### src/rtl/sync_fifo_pkg.sv
// sync_fifo_pkg: shared widths, types and pointer helper for the sync_fifo slice.
// Data width, depth and pointer width are fixed here so that the FIFO control
// block and its storage RAM always agree on geometry.
package sync_fifo_pkg;

  localparam int DATA_W = 8;
  localparam int DEPTH  = 16;
  localparam int ADDR_W = 4;

  typedef logic [DATA_W-1:0] data_t;
  typedef logic [ADDR_W-1:0] ptr_t;
  typedef logic [ADDR_W:0]   cnt_t;

  // Advance a storage pointer by one, wrapping from the last address to zero.
  // The wrap is explicit so that a depth which is not a power of two still works.
  function automatic ptr_t ptr_inc(input ptr_t ptr, input ptr_t last_addr);
    ptr_t nxt;
    if (ptr == last_addr) begin
      nxt = '0;
    end else begin
      nxt = ptr + ptr_t'(1'b1);
    end
    return nxt;
  endfunction

endpackage

### src/rtl/fifo_ram.sv
// fifo_ram: DEPTH x DATA_W storage array for sync_fifo.
// Synchronous write, asynchronous array read; the FIFO registers the read
// value itself. Contents are never cleared, so reset does not touch this array.
module fifo_ram
  import sync_fifo_pkg::*;
(
  input  logic              clk,
  input  logic              we,
  input  logic [ADDR_W-1:0] waddr,
  input  logic [DATA_W-1:0] wdata,
  input  logic [ADDR_W-1:0] raddr,
  output logic [DATA_W-1:0] rdata
);

  logic [DATA_W-1:0] mem [0:DEPTH-1];

  // Write port: store one word per accepted write.
  always_ff @(posedge clk) begin
    if (we) begin
      mem[waddr] <= wdata;
    end
  end

  assign rdata = mem[raddr];

endmodule

### src/rtl/sync_fifo_chk.sv
// sync_fifo_chk: structural invariants of the sync_fifo control state.
// Watches occupancy and accept strobes; holds no state of its own.
module sync_fifo_chk
  import sync_fifo_pkg::*;
(
  input logic clk,
  input logic rst,
  input cnt_t count,
  input logic full,
  input logic empty,
  input logic wr_en,
  input logic rd_en
);

  // Occupancy can never exceed the number of storage entries.
  a_cnt_range: assert property (@(posedge clk) disable iff (rst)
    count <= cnt_t'(DEPTH));

  // Full and empty are mutually exclusive for a non-zero depth.
  a_full_empty: assert property (@(posedge clk) disable iff (rst)
    !(full && empty));

  // An accepted write never lands on a full FIFO.
  a_no_wr_full: assert property (@(posedge clk) disable iff (rst)
    !(wr_en && full));

  // An accepted read never comes from an empty FIFO.
  a_no_rd_empty: assert property (@(posedge clk) disable iff (rst)
    !(rd_en && empty));

endmodule

### src/rtl/sync_fifo.sv
// sync_fifo: single-clock FIFO control (pointers, occupancy, status and error flags).
// Storage lives in fifo_ram (instance mem1). Data width and depth come from
// sync_fifo_pkg. Read data is registered with one cycle of latency.
// Optional build macro FIFO_STICKY_ERR_EN: when defined, fifo_overflow and
// fifo_underflow stay set once raised until rst; otherwise they are
// single-cycle pulses.
module sync_fifo
  import sync_fifo_pkg::*;
#(
  parameter int THRESHOLD = 8,
  parameter int MAX_PTR   = DEPTH - 1
) (
  input  logic              wr,
  input  logic              rd,
  input  logic              clk,
  input  logic              rst,
  input  logic [DATA_W-1:0] data_in,
  output logic [DATA_W-1:0] data_out,
  output logic              fifo_full,
  output logic              fifo_empty,
  output logic              fifo_threshold,
  output logic              fifo_overflow,
  output logic              fifo_underflow
);

  localparam ptr_t LAST_ADDR = ptr_t'(MAX_PTR);
  localparam cnt_t FULL_CNT  = cnt_t'(DEPTH);
  localparam cnt_t THR_CNT   = cnt_t'(THRESHOLD);

  // Registered state
  ptr_t  wptr_r;
  ptr_t  rptr_r;
  cnt_t  count_r;
  data_t data_out_r;
  logic  overflow_r;
  logic  underflow_r;

  // Combinational decode
  logic  full_s;
  logic  empty_s;
  logic  threshold_s;
  logic  wr_en_s;
  logic  rd_en_s;
  ptr_t  wptr_nxt_s;
  ptr_t  rptr_nxt_s;
  cnt_t  count_nxt_s;
  logic  overflow_nxt_s;
  logic  underflow_nxt_s;
  data_t ram_rdata_s;

  // Status flags are decoded straight from the registered occupancy.
  always_comb begin
    full_s      = (count_r == FULL_CNT);
    empty_s     = (count_r == cnt_t'(1'b0));
    threshold_s = (count_r >= THR_CNT);
  end

  // Accept decisions: a full FIFO refuses writes, an empty one refuses reads.
  // Both are judged on the current count, so wr&rd on a full FIFO still drains
  // one entry and wr&rd on an empty FIFO still stores one.
  always_comb begin
    wr_en_s = wr & ~full_s;
    rd_en_s = rd & ~empty_s;
  end

  // Pointer advance only for accepted accesses.
  always_comb begin
    if (wr_en_s) begin
      wptr_nxt_s = ptr_inc(wptr_r, LAST_ADDR);
    end else begin
      wptr_nxt_s = wptr_r;
    end
    if (rd_en_s) begin
      rptr_nxt_s = ptr_inc(rptr_r, LAST_ADDR);
    end else begin
      rptr_nxt_s = rptr_r;
    end
  end

  // Occupancy update: a simultaneous accepted write and read cancel out.
  always_comb begin
    count_nxt_s = count_r;
    case ({wr_en_s, rd_en_s})
      2'b10:   count_nxt_s = count_r + cnt_t'(1'b1);
      2'b01:   count_nxt_s = count_r - cnt_t'(1'b1);
      2'b11:   count_nxt_s = count_r;
      2'b00:   count_nxt_s = count_r;
      default: count_nxt_s = count_r;
    endcase
  end

  // Error flag next-state: pulse per offending edge, or accumulate when sticky.
  always_comb begin
`ifdef FIFO_STICKY_ERR_EN
    overflow_nxt_s  = overflow_r  | (wr & full_s);
    underflow_nxt_s = underflow_r | (rd & empty_s);
`else
    overflow_nxt_s  = wr & full_s;
    underflow_nxt_s = rd & empty_s;
`endif
  end

  // Control state: pointers, occupancy and error flags.
  always_ff @(posedge clk) begin
    if (rst) begin
      wptr_r      <= '0;
      rptr_r      <= '0;
      count_r     <= '0;
      overflow_r  <= 1'b0;
      underflow_r <= 1'b0;
    end else begin
      wptr_r      <= wptr_nxt_s;
      rptr_r      <= rptr_nxt_s;
      count_r     <= count_nxt_s;
      overflow_r  <= overflow_nxt_s;
      underflow_r <= underflow_nxt_s;
    end
  end

  // Read data register: loads only on an accepted read, otherwise holds.
  always_ff @(posedge clk) begin
    if (rst) begin
      data_out_r <= '0;
    end else if (rd_en_s) begin
      data_out_r <= ram_rdata_s;
    end else begin
      data_out_r <= data_out_r;
    end
  end

  fifo_ram mem1 (
    .clk   (clk),
    .we    (wr_en_s),
    .waddr (wptr_r),
    .wdata (data_in),
    .raddr (rptr_r),
    .rdata (ram_rdata_s)
  );

  sync_fifo_chk u_chk (
    .clk   (clk),
    .rst   (rst),
    .count (count_r),
    .full  (full_s),
    .empty (empty_s),
    .wr_en (wr_en_s),
    .rd_en (rd_en_s)
  );

  assign data_out       = data_out_r;
  assign fifo_full      = full_s;
  assign fifo_empty     = empty_s;
  assign fifo_threshold = threshold_s;
  assign fifo_overflow  = overflow_r;
  assign fifo_underflow = underflow_r;

endmodule

### config.mk
export PLATFORM = sky130hd
export DESIGN_NAME = sync_fifo
export DESIGN_NICKNAME = d
export VERILOG_FILES = /design/src/rtl/sync_fifo_pkg.sv /design/src/rtl/fifo_ram.sv /design/src/rtl/sync_fifo_chk.sv /design/src/rtl/sync_fifo.sv
export SDC_FILE = /design/constraint.sdc
export NUM_CORES = 1
export LEC_CHECK = 0
export BUFFER_PORTS_ARGS = -buffer_cell sky130_fd_sc_hd__buf_4
export CAP_MARGIN = 25
export CORE_MARGIN = 2
export CORE_UTILIZATION = 35
export CTS_CLUSTER_SIZE = 28
export DETAILED_ROUTE_END_ITERATION = 8
export PLACE_DENSITY_LB_ADDON = 0.08
export SLEW_MARGIN = 10
export SYNTH_ARGS = -nofsm -noshare
export SYNTH_HDL_FRONTEND = slang
export SYNTH_HIERARCHICAL = 1
export SYNTH_SLANG_ARGS = --single-unit
### constraint.sdc
create_clock -name clk -period 3.3 [get_ports clk]
set_clock_uncertainty 0.1 [all_clocks]
set_input_delay 0.99 -clock clk [delete_from_list [all_inputs] [get_ports clk]]
set_output_delay 0.99 -clock clk [all_outputs]
set_load 0.1 [all_outputs]
[Yosys cells after proc, flatten, opt, wreduce, memory -nomap -nowiden]
Memories as Yosys holds them, arrays and structs flattened. A register that Yosys moved wholly into a read port is not among the register bits.
Index checks and enable logic that the tools add are counted.
Word-level totals
  logic and storage cells: 31
  memories kept: 1
  register bits after elaboration: 15
  input port bits: 12
  memory bits (writable): 128
  output and inout bits: 13
Memory list
  mem1.mem: depth 16, bits a word 8, read ports 1, clocked after memory_dff 1, write ports 1, line fifo_ram.sv:15  | logic [DATA_W-1:0] mem [0:DEPTH-1];
Operators by class
  mux-type cells: 5
  bitwise logic cells: 6
  equality and inequality tests: 6
  reduce and logical (&&, ||, !) cells: 3
  $lt $le $gt $ge: 1
  $add $sub $neg: 4
Operators by type and width (count)
  $pmux 5 s2: 1
  $add 4x1->4 const B: 2
  $eq 4x4->1 const B: 2
  $mux 4: 2
  $add 5x1->5 const B: 1
  $eq 5x5->1 const B: 1
  $ge 5x4->1 const B: 1
  $logic_not 5->1: 1
  $sub 5x1->5 const B: 1
  $and 1x1->1: 4
  $eq 2x2->1 const B: 2
  $eq 2x1->1 const B: 1
  $logic_not 2->1: 1
  $mux 1: 2
  $not 1->1: 2
  $reduce_or 2->1: 1

[Logic depth before layout (Yosys ltp)]
Gate-level depths: netlist of the first run.
  depth in word-level cells: 5
  gate-level depth with buffers: 13

[Hierarchy]
Netlist of the first run, hierarchy kept.
Modules (own cells, without submodules)
  fifo_ram: area each 4987.3 µm², cells an instance 221, instances 1, sequential area each 3843.7 µm²
  sync_fifo: area each 1189.9 µm², cells an instance 130, instances 1, sequential area each 460.4 µm²

[Least setup slack after synthesis of the first run]
Ideal clock, no wire load.
  path type: register -> output
  start point: register count_r[1]
  end point: output fifo_empty
  path slack: -0.024 ns
  stages on the path, launching flop included: 4
  arrival: 2.234 ns
  cells stage by stage: dfxtp_1 > buf_6 > or4_4 > nor2_1
On the way
  cells in the longest elaborated chain, start to end: 1
Ends and longest elaborated chain
  start: declaration: line sync_fifo.sv:33  | cnt_t count_r;
  start signal: assignment: line sync_fifo.sv:114  | count_r <= count_nxt_s;
  $logic_not 5->1: line sync_fifo.sv:54  | empty_s = (count_r == cnt_t'(1'b0));
  end: declaration: line sync_fifo.sv:20  | output logic fifo_empty,
Every way passes these cells.

[Final worst setup path of the first run]
  start point: register count_r[1]
  end point: register count_r[4]
On the way
  cells in the longest elaborated chain, start to end: 5
  elaborated cells between the ends (all ways): 14
Ends and longest elaborated chain
  $eq 5x5->1 or $logic_not 5->1 (tied branches): line sync_fifo.sv:53, sync_fifo.sv:54
  $not 1->1 (on tied branches): line sync_fifo.sv:62, sync_fifo.sv:63
  $and 1x1->1 (on tied branches): line sync_fifo.sv:62, sync_fifo.sv:63
  $eq 2x1->1 (tied with other cells): line sync_fifo.sv:83  | case ({wr_en_s, rd_en_s})
  $pmux 5 s2 or $reduce_or 2->1 (tied branches)
Several ways; a longest one is shown, not always the timed one.
A chain may end at the register's enable or synchronous reset.

==> results of run 1 <==
## state kept, by name, summed over array words and instances, names as in the netlist
signal and flops:
fifo_underflow 1, wptr_r 4, count_r 5, data_out 8, rptr_r 4, mem1/mem 128
fifo_overflow 1
## placed cells by master (no fill, tap or decap), types with 2 or more instances in the layout
master	Yosys	routed
nor2_1	30	29
clkinvlp_4	0	3
xor2_1	4	4
mux2i_1	12	12
inv_6	0	4
or3b_2	2	2
clkinv_2	0	2
o211ai_1	2	2
mux4_2	18	18
mux4_1	14	14
nor3_1	7	7
and2_1	2	2
inv_8	0	2
edfxtp_1	128	128
dfxtp_1	23	22
a22oi_1	16	16
inv_1	5	5
buf_4	1	44
o21ai_0	4	4
nand2b_1	4	4
nand2_1	19	19
clkbuf_16	0	17
a21oi_1	4	4
nor3b_1	3	3
a221oi_1	2	2
clkinv_4	0	3
ha_1	6	6
nand3_1	4	4
nand3b_1	2	2
## critical path: cells and delay by family (launching register included)
kind / cells / cell delay [ns]
AOI/OAI and AO/OA: 3 / 0.59
xor gates and xnor gates: 1 / 0.17
adders and majority gates: 2 / 0.46
buffers and inverters: 1 / 0.08
DFF: 1 / 0.38
and+or+nand+nor: 3 / 1.15
## power by group
group | internal, mW | leakage [nW] | switching [mW]
clock | 0.977 | 0.262 | 0.810
sequential | 2.20 | 1.34 | 0.132
combinational | 0.614 | 0.856 | 1.04
total | 3.79 | 2.46 | 1.98
## routing by layer
metal,part of all wire,track usage,vias to the layer above
met4,0.0079,0.04296,0
met1,0.48,0.2151,1667
met3,0.037,0.04259,10
met2,0.48,0.2328,58
li1,-,-,1498
met5,0,0,-
## cell usage after synthesis, types with 5 or more instances
| master | instances |
|---|---|
| edfxtp_1 | 128 |
| nor2_1 | 30 |
| dfxtp_1 | 23 |
| nand2_1 | 19 |
| mux4_2 | 18 |
| a22oi_1 | 16 |
| mux4_1 | 14 |
| mux2i_1 | 12 |
| nor3_1 | 7 |
| buf_2 | 6 |
| ha_1 | 6 |
| inv_1 | 5 |
## through the flow
| stage | total power [mW] | setup WS, ns | area [um2] | hold WS [ns] |
|---|---|---|---|---|
| floorplan | 3.679 | 0.2439 | 6180 | 0.3848 |
| global placement | 4.048 | 0.2528 | 6665 | 0.3778 |
| detailed placement | 4.051 | 0.2007 | 6665 | 0.3978 |
| CTS | 5.839 | 0.2973 | 7211 | 0.4133 |
| global route | 6.036 | 0.04699 | 7211 | 0.4543 |
| finish | 5.767 | 0.3110 | 7211 | 0.4049 |
## kinds of logic after synthesis
group                      synth area share
DFF                                  0.6968
and+or+nand+nor                     0.07049
muxes                                0.1446
AOI/OAI and AO/OA                   0.04193
buffers and inverters               0.02694
adders and majority gates           0.01215
xor gates and xnor gates           0.007089
## worst max path at each step
stage | end | slack [ns] | cells past startpoint
6_report | count_r[4] | 0.31 | 10
3_5_place_dp | count_r[4] | 0.20 | 10
5_1_grt | count_r[4] | 0.05 | 10
3_3_place_gp | count_r[4] | 0.25 | 10
4_1_cts | count_r[4] | 0.30 | 10
2_1_floorplan | count_r[4] | 0.24 | 13
## layout make-up
type	count	area [um2]
fill	1585	10090
sequential	151	4305
timing repair buffer	45	350.3
multi-input combinational	176	1709
clock buffer	17	425.4
clock inverter	15	120.1
inverter	5	18.77
tap	225	281.5
==> results.tsv, run 1 <==
stage	metric	value	unit
sta	min_period_over_period	0.9058	
critical_path	slowest_delay	0.59	ns
cts	cts_hold_buffers	0	
layout	fin_cells	634	
critical_path	critPathKind	flop to flop	
critical_path	required	3.56	ns
critical_path	r2r_slack	0.31	ns
synthesis	synth_edf_count	128	
power_and_ir_drop	p_leak	2.462	nW
layout	final_nets	414	
synthesis	synth-seq-cells	151	
grt	grt_pass1_vias	3222	
sta	tightestPinTransition	0.8919	ns
sta	rsz0062_at_grt	false	
sta	setup_violations	0	
synthesis	synth_area	6177	um2
cts	cts_resized	0	
status	status	completed	
critical_path	reg2reg_to	count_r[4]	
critical_path	critPathMaxFanout	10	
synthesis	syn_inst	351	
critical_path	crit_slowest_cell	or4_4	
die	core	17300	um2
placement	place.port_buffers	24	
layout	fin_util	0.4169	
critical_path	cp-end-kind	flop	
synthesis	synth_area_leaders	edfxtp_1 (62%), dfxtp_1 (7.5%), mux4_2 (6.6%)	
synthesis	avgSynthCellArea	17.60	um2
synthesis	synth_cell_type_count	49	
grt	grt_usage	0.1526	
routing	wire_per_inst	20.66	um
grt	grt_pass1_wl	20070	um
placement	place.gp.congestion	0.7028	
synthesis	synth_nets	369	
sta	min_period	2.989	ns
layout	area_growth	16.73	%
placement	dp_hpwl	8202	um
hold_path	whs_path_depth	2	
hold_path	min_delay_worst_endpoint	data_out[7]	
synthesis	seq_area_frac_synth	0.6968	
routing	firstDrtPassIters	5	
critical_path	setup.worst_path.start	count_r[1]	
die	die_w	136.9	um
cts	post-cts-setup-buffers	0	
cts	clockRootBuffer	clkbuf_16	
grt	antenna_found_initial	0	
die	die_height	136.9	um
placement	placed_cells_incl_taps	602	
cts	cts_sinks	151	
routing	drt_iter0_drc	218	
synthesis	ys.flop_type	edfxtp_1	
synthesis	yosysWarnings	6	
synthesis	yosys.area.top_type	edfxtp_1	
critical_path	cp_common_cell	ha_1	
cts	htreeDepth	4	
cts	clk_pin_slew_worst_paths	0.06	ns
die	io-pin-count	25	
critical_path	r2r_cells	10	
cts	clockBufferDepth	2	
synthesis	synth_top_area_share	0.6222	
power_and_ir_drop	powerDensity	799.8	nW/um2
job	maxCapViolations	0	
cts	cts_tree	done	
sta	drv_slew	0	
die	start_util	0.3571	
sta	finalHoldViolCount	0	
critical_path	crit_chain	or4_4, o21ai_4, inv_1, ha_1, xor2_1, ha_1, a21oi_1, a221oi_1, or4b_1, nand3_1	
routing	wl	13100	um
critical_path	r2r-start	count_r[1]	
grt	grt_max_degree	30	
cts	clk_latency	0.41	ns
sta	relSlewSlack	0.4032	
layout	drive_above_1_share	0.2518	
sta	tns	0	ns
die	dieArea	18730	um2
routing	vias	3233	
die	rows	48	
hold_path	hold_start	data_out[7]	
layout	n_antenna_cell	0	
routing	via_per_inst	5.099	
critical_path	cp-start-kind	flop	
synthesis	ys_async_sr_fraction	0	
sta	max_freq	0.3346	GHz
routing	drc	0	
routing	ant_nets	0	
critical_path	crit_arrival	3.25	ns
grt	overflow	0	
cts	cts_buffers	17	
power_and_ir_drop	max-vdd-ir-drop	0.6317	mV
hold_path	hp-class	flop to flop	
Note: power is estimated with default switching activity, not from simulation.
==> run 2: changes to the inputs <==
==> constraint.sdc (replaced) <==
create_clock -name clk -period 3.3 [get_ports clk]
set_clock_uncertainty 0.1 [all_clocks]
set_input_delay 0.66 -clock clk [delete_from_list [all_inputs] [get_ports clk]]
set_output_delay 0.66 -clock clk [all_outputs]
set_load 0.1 [all_outputs]
==> run 2 against run 1 <==
Final area is 0.31% higher. First-iteration DRC count is 8.7% higher. Core utilization is 0.13 points higher. Critical endpoint unchanged. Sequential power hardly changed. Count of clock-buffer cells in the layout is 2 higher. Largest cell class unchanged. Final cell count is 0.32% lower. Critical path depth stayed put.
==> results.tsv, run 2 (same netlist as run 1, synthesis figures left out) <==
stage	metric	value	unit	change
sta	min_period_over_period	0.9023		was 0.9058
layout	n_antenna_cell	0		unchanged
sta	drv_slew	0		unchanged
die	rows	48		unchanged
die	start_util	0.3571		unchanged
sta	min_period	2.978	ns	was 2.989 ns
cts	clk_pin_slew_worst_paths	0.06	ns	about the same
die	io-pin-count	25		unchanged
placement	place.port_buffers	24		unchanged
critical_path	r2r_slack	0.32	ns	was 0.31 ns
sta	tightestPinTransition	0.9558	ns	was 0.8919 ns
sta	relSlewSlack	0.3615		was 0.4032
routing	wire_per_inst	20.79	um	was 20.66 um
layout	largest_reg_flops	128		unchanged
cts	post-cts-setup-buffers	0		unchanged
cts	cts_buffers	17		unchanged
grt	grt_pass1_wl	19620	um	was 20070 um
power_and_ir_drop	powerDensity	811.2	nW/um2	was 799.8 nW/um2
critical_path	cp-start-kind	flop		unchanged
cts	cts_tree	done		unchanged
layout	fillers	1591		was 1585
cts	cts_sinks	151		unchanged
cts	clk_latency	0.41	ns	about the same
layout	area_growth	17.10	%	was 16.73%
placement	place.gp.congestion	0.6979		was 0.7028
layout	fin_util	0.4182		was 0.4169
cts	clockRootBuffer	clkbuf_16		unchanged
routing	via_per_inst	5.038		was 5.099
routing	ant_nets	0		unchanged
layout	final_common_cell	edfxtp_1		unchanged
sta	rsz0062_at_grt	false		unchanged
sta	tns	0	ns	unchanged
hold_path	hold_start	data_out[7]		unchanged
grt	antenna_found_initial	0		unchanged
grt	overflow	0		unchanged
die	dieArea	18730	um2	unchanged
die	die_height	136.9	um	unchanged
layout	drive_above_1_share	0.2383		was 0.2518
power_and_ir_drop	p_total	5.868	mW	was 5.767 mW
layout	final_nets	412		was 414
grt	grt_usage	0.1523		was 0.1526
layout	layout_common_cells	edfxtp_1 (128), buf_4 (42), nor2_1 (30), dfxtp_1 (22), nand2_1 (19)		was edfxtp_1 (128), buf_4 (44), nor2_1 (29), dfxtp_1 (22), nand2_1 (19)
critical_path	setup.worst_path.start	count_r[1]		unchanged
grt	grt_pass1_vias	3184		was 3222
routing	vias	3184		was 3233
die	core	17300	um2	unchanged
cts	cts_resized	0		unchanged
sta	fin_ws	0.3224	ns	was 0.3110 ns
cts	cts_hold_buffers	0		unchanged
power_and_ir_drop	p_leak	2.468	nW	was 2.462 nW
critical_path	crit_arrival	3.23	ns	was 3.25 ns
critical_path	r2r-start	count_r[1]		unchanged
sta	setup_violations	0		unchanged
critical_path	critPathKind	flop to flop		unchanged
cts	clockBufferDepth	2		unchanged
routing	firstDrtPassIters	4		was 5
job	maxCapViolations	0		unchanged
power_and_ir_drop	max-vdd-ir-drop	0.6944	mV	was 0.6317 mV
status	status	completed		unchanged
routing	drt_iter0_drc	237		was 218
critical_path	critPathMaxFanout	10		unchanged
critical_path	required	3.55	ns	was 3.56 ns
cts	htreeDepth	4		unchanged
placement	post-place-ws	0.3496	ns	was 0.2007 ns
sta	max_freq	0.3358	GHz	was 0.3346 GHz
die	die_w	136.9	um	unchanged
grt	grt_max_degree	36		was 30
layout	regMostFlops	mem1/mem		unchanged
placement	dp_hpwl	7827	um	was 8202 um
routing	drc	0		unchanged
critical_path	cp-end-kind	flop		unchanged
hold_path	hp-class	flop to flop		unchanged
sta	finalHoldViolCount	0		unchanged
routing	wl	13140	um	was 13100 um
[run 2: cell types whose count changed in the layout (fill, tap and decap cells not counted), moves of 2 or more]
cell,previous run,this run
buf_4,44,42
bufinv_16,0,3
clkbuf_1,0,2
clkinv_4,3,0
inv_6,4,2
inv_8,2,0
[run 2: cell type report]
class / instances / area, um2 / share of cell area
multi-input cells: 176 / 1707 / 0.2359
clock buffers: 19 / 432.9 / 0.05985
flip-flops and latches: 151 / 4305 / 0.5952
well taps: 225 / 281.5 / 0.03892
clock inverters: 13 / 152.6 / 0.02110
inverters: 5 / 18.77 / 0.002595
repair buffers: 43 / 335.3 / 0.04636
[run 2: where the power goes]
group          switching, mW  internal, mW
Clock                  0.739          1.18
Sequential             0.125          2.20
Combinational           1.02         0.603
Total                   1.88          3.98
[run 2: per-layer routing]
| metal | share of wire | vias up | GRT usage |
|---|---|---|---|
| met4 | 0.0069 | 0 | 0.04467 |
| met2 | 0.49 | 52 | 0.2400 |
| li1 | - | 1490 | - |
| met1 | 0.46 | 1636 | 0.2069 |
| met5 | 0 | - | 0 |
| met3 | 0.040 | 6 | 0.04259 |
[run 2: path summary, 6_finish.rpt]
| path | end | cells past startpoint |
|---|---|---|
| max | count_r[4] | 10 |
| max reg2reg | count_r[4] | 10 |
| min reg2reg | data_out[7] | 2 |
| min | data_out[7] | 2 |
[run 2: worst max-delay path, stage by stage, from the launching register on]
cell and delay, ns:
dfxtp_1 0.38, or4_4 0.59, o21ai_4 0.15, inv_1 0.08, ha_1 0.29, xor2_1 0.17, ha_1 0.18, a21oi_1 0.07
a221oi_1 0.35, or4b_1 0.47, nand3_1 0.09
[run 2: stage by stage]
stage	hold slack (ns)	cell area (um2)	instances
floorplan	0.3848	6177	351
global placement	0.3792	6648	600
detailed placement	0.3928	6648	600
CTS	0.4077	7233	632
global route	0.4328	7233	632
finish	0.4024	7233	632
